==> config.mk <==
export PLATFORM = sky130hd
export DESIGN_NAME = mult_ctrl
export DESIGN_NICKNAME = d
export VERILOG_FILES = /design/src/rtl/mult_pkg.sv /design/src/rtl/mult_iter_cnt.sv /design/src/rtl/mult_ctrl.sv
export SDC_FILE = /design/constraint.sdc
export NUM_CORES = 1
export LEC_CHECK = 0
export CORE_ASPECT_RATIO = 2
export CORE_UTILIZATION = 23
export DETAILED_ROUTE_END_ITERATION = 12
export PLACE_DENSITY = 0.49
export SKIP_LAST_GASP = 1
export SYNTH_ARGS = -nofsm -noshare
export SYNTH_HDL_FRONTEND = slang
export SYNTH_SLANG_ARGS = --single-unit
export TNS_END_PERCENT = 10
==> constraint.sdc <==
create_clock -name Clk -period 2.6 [get_ports Clk]
set_input_delay 0.52 -clock Clk [delete_from_list [all_inputs] [get_ports Clk]]
set_output_delay 0.52 -clock Clk [all_outputs]
set_load 0.03 [all_outputs]
==> src/rtl/mult_pkg.sv <==
// Shared multiplier definitions: default operand width and the
// control FSM state encoding used by the controller, accumulator and adder.
package mult_pkg;

    localparam int MULT_WIDTH = 16;

    typedef enum logic [2:0] {
        IDLE  = 3'd0,
        LOAD  = 3'd1,
        TEST  = 3'd2,
        SHIFT = 3'd3,
        DONE  = 3'd4
    } state_t;

    // Counter width for an iteration count of w, never less than one bit.
    function automatic int cnt_width(input int w);
        return (w > 1) ? $clog2(w) : 1;
    endfunction

endpackage

==> src/rtl/mult_iter_cnt.sv <==
// Iteration counter for the shift-add multiplier: cleared on load,
// advanced on each shift, flags the final iteration.
module mult_iter_cnt
    import mult_pkg::*;
#(
    parameter int WIDTH = MULT_WIDTH
) (
    input  logic Clk,
    input  logic rst,
    input  logic clr,
    input  logic en,
    output logic tc
);

    localparam int CW = cnt_width(WIDTH);
    localparam logic [CW-1:0] LAST = CW'(WIDTH - 1);

    logic [CW-1:0] cnt;

    // Count completed shifts; the increment after LAST only happens on the
    // way into DONE, so the wrap is never observed mid-operation.
    always_ff @(posedge Clk or posedge rst) begin
        if (rst) begin
            cnt <= '0;
        end else if (clr) begin
            cnt <= '0;
        end else if (en) begin
            cnt <= cnt + 1'b1;
        end
    end

    assign tc = (cnt == LAST);

endmodule

==> src/rtl/mult_ctrl.sv <==
// Shift-add multiplier controller: sequences load, add and shift pulses
// for the accumulator and reports Busy/Done with a level St handshake.
module mult_ctrl
    import mult_pkg::*;
#(
    parameter int WIDTH = MULT_WIDTH
) (
    input  logic Clk,
    input  logic rst,
    input  logic St,
    input  logic M,
    output logic Load,
    output logic Ad,
    output logic Sh,
    output logic Busy,
    output logic Done
);

    state_t state;
    logic   load_r;
    logic   busy_r;
    logic   done_r;
    logic   shift_r;
    logic   in_test;
    logic   tc;

    mult_iter_cnt #(
        .WIDTH(WIDTH)
    ) u_cnt (
        .Clk(Clk),
        .rst(rst),
        .clr(state == LOAD),
        .en (Sh),
        .tc (tc)
    );

    // State register plus outputs that depend on the state alone.
    always_ff @(posedge Clk or posedge rst) begin
        if (rst) begin
            state   <= IDLE;
            load_r  <= 1'b0;
            busy_r  <= 1'b0;
            done_r  <= 1'b0;
            shift_r <= 1'b0;
        end else begin
            load_r  <= 1'b0;
            shift_r <= 1'b0;
            unique case (state)
                IDLE: begin
                    if (St) begin
                        state  <= LOAD;
                        load_r <= 1'b1;
                        busy_r <= 1'b1;
                    end
                end
                LOAD: begin
                    state <= TEST;
                end
                TEST: begin
                    if (M) begin
                        state   <= SHIFT;
                        shift_r <= 1'b1;
                    end else if (tc) begin
                        state  <= DONE;
                        busy_r <= 1'b0;
                        done_r <= 1'b1;
                    end
                end
                SHIFT: begin
                    if (tc) begin
                        state  <= DONE;
                        busy_r <= 1'b0;
                        done_r <= 1'b1;
                    end else begin
                        state <= TEST;
                    end
                end
                DONE: begin
                    if (!St) begin
                        state  <= IDLE;
                        done_r <= 1'b0;
                    end
                end
                default: begin
                    state  <= IDLE;
                    busy_r <= 1'b0;
                    done_r <= 1'b0;
                end
            endcase
        end
    end

    // In TEST the multiplier bit picks add or shift within the same cycle.
    always_comb begin
        in_test = (state == TEST);
        Ad      = in_test & M;
        Sh      = shift_r | (in_test & ~M);
    end

    assign Load = load_r;
    assign Busy = busy_r;
    assign Done = done_r;

endmodule
# Word level (Yosys, flattened, before mapping)

Cells that the tools add are included.

Flip-flop bits (word level): 11
Input port bits: 4

Equality and inequality tests: 9
$add $sub $neg: 1
Bitwise operators: 6
Multiplexer cells: 20
Reduce and logical (&&, ||, !) cells: 7

Operators with widths:

| operator                                                               | count |
|---|---|
| 3-bit 2-to-1 mux                                                       | 5 |
| 3-bit case mux with 5 select lines                                     | 1 |
| 1-bit 2-to-1 mux                                                       | 10 |
| 3-bit AND reduction                                                    | 3 |
| 4-bit 2-to-1 mux                                                       | 2 |
| 1-bit case mux with 4 select lines                                     | 2 |
| 3-bit by 2-bit equality test with 1-bit output (second input constant) | 2 |
| 2-bit != test (second input constant)                                  | 3 |
| 4-bit by 1-bit adder with 4-bit output (second input constant)         | 1 |
| 4-bit equality test (second input constant)                            | 1 |
| 2-bit OR reduction                                                     | 2 |
| 3-bit by 1-bit equality test with 1-bit output (second input constant) | 1 |
| 3-bit equality test (second input constant)                            | 1 |
| 3-bit logical NOT                                                      | 1 |
| 3-bit by 2-bit != test with 1-bit output (second input constant)       | 1 |
| 1-bit NOT                                                              | 3 |
| 1-bit AND                                                              | 2 |
| 2-bit nonzero test                                                     | 1 |
| 1-bit OR                                                               | 1 |

# Logic depth before layout (Yosys ltp)

Depth in word-level cells: 5
Depth in mapped cells: 4
Mapped depth without buffers: 4

# Modules after synthesis

A second synthesis with hierarchy kept.

Cell total of the unflattened synthesis: 50
Area total of the unflattened synthesis: 531.8 sq um

Modules (own cells, without submodules):

| module        | cells each | times used | area each (sq um) | sequential area each (sq um) |
|---|---|---|---|---|
| mult_ctrl     | 32         | 1          | 329.1             | 175.2 |
| mult_iter_cnt | 18         | 1          | 202.7             | 100.1 |

# Worst setup path before layout

Ideal clock, no wire load.

Path type: register to output
Start point: register state[2]
End point: output Ad
Data required time: 2.080 ns
Data arrival time: 1.344 ns
Slack: 0.736 ns
Stages on the path, launching flop included: 3
Cells stage by stage: dfrtp_1 > clkbuf_1 > nor3_1

Cells in the longest elaborated chain, start to end: 2

RTL lines:

| item                                           | RTL line        | text |
|---|---|---|
| from (decl)                                    | mult_ctrl.sv:19 | `state_t state;` |
| from (signal assigned)                         | mult_ctrl.sv:40 | `state <= IDLE;` |
| from (signal assigned)                         | mult_ctrl.sv:51 | `state <= LOAD;` |
| from (signal assigned)                         | mult_ctrl.sv:57 | `state <= TEST;` |
| 3-bit by 2-bit equality test with 1-bit output | mult_ctrl.sv:95 | `in_test = (state == TEST);` |
| 1-bit AND                                      | mult_ctrl.sv:96 | `Ad = in_test & M;` |
| to (decl)                                      | mult_ctrl.sv:13 | `output logic Ad,` |

Every way passes these cells.

# Worst setup path in the final report

Start point: input M
End point: output Sh

Cells in the longest elaborated chain, start to end: 3

RTL lines:

| item        | RTL line        | text |
|---|---|---|
| from (decl) | mult_ctrl.sv:11 | `input logic M,` |
| 1-bit NOT   | mult_ctrl.sv:97 | `Sh = shift_r \| (in_test & ~M);` |
| 1-bit AND   | mult_ctrl.sv:97 |  |
| 1-bit OR    | mult_ctrl.sv:97 |  |
| to (decl)   | mult_ctrl.sv:14 | `output logic Sh,` |

Every way passes these cells.

==> out/results.txt <==
die span in y = 74.3 µm
Final nets = 76
final max-slew violation count = 0
synth top area cells = dfrtp_1, mux2i_1, nor3_1
post-synthesis sequential area ratio = 45.7%
Final setup viols = 0
syn avg cell area = 10.0 µm²
Pwr Density = 1130 nW/µm²
Synth Flop Type = dfrtp_1
Root Driver = clkbuf_8
Post-Synthesis Cell Area = 602 µm²
Yosys top cell area share = 45.7%
Highest Clock Rate = 0.463 GHz
yosys warns = 0
Crit-path slowest cell = clkdlybuf4s50_1
synth unique cells = 28
Worst Hold Class = flip-flop to flip-flop
Worst Max-Slew Pin Slew = 419 ps
initial antenna violation count = 0
CP endpoint kind = output pin
R2R Setup Slk = 1150 ps
RSZ-0062 raised after global routing = no
die area = 2840 µm²
setup_tns = 0 ps
DP Wirelength = 973 µm
Clock Latency Late Sink = 230 ps
PortBufs = 8
synthesized instance count = 60
post-cts hold buffer count = 0
CTS Buffer Depth = 2
min Tclk post-route = 2160 ps
Hold Vio Cnt, Final = 0
initial core utilization = 25.0%
vias in the first global route = 516
DR WL/cell = 12.5 µm
PostCTS Resize Cnt = 0
H-tree depth = 1
Synthesized Nets = 65
worst rel slew slack = 72.0%
antenna-violating nets left = 0
Setup Buffers After CTS = 0
Residual DRC = 0
status = completed
DRT Pass-1 Iters = 3
CP cell instances = clkdlybuf4s50_1, nor4b_4, or2_2, buf_4
delay-heaviest family, CP = buffers and inverters
biggest area consumer among synthesized cells = dfrtp_1
Worst Path Max Fanout = 5
static leakage = 0.347 nW
Critical Path Source Type = primary input
layout cells sized above 1 = 14.3%
FF+latch count, synth = 11
GPL Wtd Cong = 0.731
synth-to-layout area growth = 23.7%
DRT iter0 DRCs = 6
Avg Vias per Cell = 4.80
Clock transition at path regs = 50 ps
Num Clock Sinks = 11
I/O pin cnt = 9
area of the multi-input gates = 303 µm²
Max-Cap Viols = 0
Tot GR Track Use = 11.4%
critical path data arrival time = 1640 ps
Register Area = 275 µm²
Critical Path RT = 2080 ps
Setup Skew = 3.42 ps
max incr delay on CP = 580 ps
EDFF count, synth = 0
CTS tree = built
Tot Pwr = 0.840 mW
antenna cells = 0
Die X = 38.2 µm
ys async rst share = 100%
total number of vias = 466
worst path buffer plus inverter count = 2
Core Rows = 25
Fillers = 253
CORE AREA = 2410 µm²
Crit Path Class = primary input to output pin
CTS Buf Count = 3
largest net degree at the start of global routing = 14
Tcrit/Tclk final = 83.1%
maximum VDD drop = 0.000435 V
grt ovf = 0
global-route wire length before repair = 2300 µm
Routed WL = 1220 µm
-- logic make-up after synthesis --
| family | Yosys count | synth area share, % |
|---|---|---|
| compound gates | 15 | 15.6 |
| simple gates | 26 | 27.7 |
| mux | 3 | 4.99 |
| buf+inv | 4 | 3.95 |
| fa+ha+maj | 1 | 2.08 |
| flops | 11 | 45.7 |
-- flip-flops by register name, summed over array words and instances, names as in the netlist --
signal / count
Busy: 1
state: 3
Done: 1
u_cnt.cnt: 4
Load: 1
shift_r: 1
-- through the flow --
step                setup slack (ps)  instance area [µm²]  cells  util [%]  hold WS [ps]
finish                           438                  744     97      30.9           505
global route                     325                  744     97      30.9           514
CTS                              417                  744     97      30.9           505
detailed placement               417                  698     93      29.0           488
global placement                 421                  698     93      29.0           482
floorplan                        736                  602     60         -           372
-- worst reg2reg max path, cell delays in order (launching register included) --
cell	delay [ps]
dfrtp_1	510
nor4b_4	340
buf_4	180
o2111ai_1	140
mux2i_1	150
-- Yosys cell counts (all sizes together), types with 2 or more instances --
cell type  count
or2            2
o21a           2
nor2           4
or3b           2
a21oi          3
mux2i          3
buf            2
o21ai          5
nor3           5
dfrtp         11
nand2b         3
nand2          3
-- placed cells by master, fill, tap and decap left out, types with 2 or more instances in the layout --
cell type        netlist  routed
clkdlybuf4s50_1        0       6
a21oi_1                3       3
or2_2                  2       2
o21a_1                 2       2
buf_4                  0       3
o21ai_0                5       5
clkbuf_8               0       3
dfrtp_1               11      11
nor2_1                 4       4
mux2i_1                3       3
or3b_1                 2       2
nor3_1                 5       5
nand2b_1               3       3
nand2_1                3       3
-- where the power goes --
group	switching, mW	internal [mW]
Combinational	0.173	0.174
Clock	0.0610	0.105
Sequential	0.0892	0.238
-- metal layers --
metal / wire length [µm] / track usage [%] / up-vias
met1: 444 / 12.0 / 222
met3: 20 / 0.896 / 2
li1: - / - / 237
met2: 728 / 20.5 / 5
met5: 0 / 0 / -
met4: 23 / 7.14 / 0
-- path summary, 6_finish.rpt --
kind                       cells past startpoint      from            to
max                                            4         M            Sh
min                                            1      Done          Done
max reg2reg                                    4  state[0]  u_cnt.cnt[3]
min reg2reg                                    1      Done          Done
max in group asynchronous                      2       rst      state[1]
min in group asynchronous                      2       rst  u_cnt.cnt[1]
-- final cells by class --
class,count,area share [%]
clock buffers,3,5.55
clock inverters,1,0.672
inverters,1,0.504
multi-input cells,45,40.7
flip-flops and latches,11,37.0
well taps,27,4.54
repair buffers,9,11.1
(Power assumes the default switching activity.)
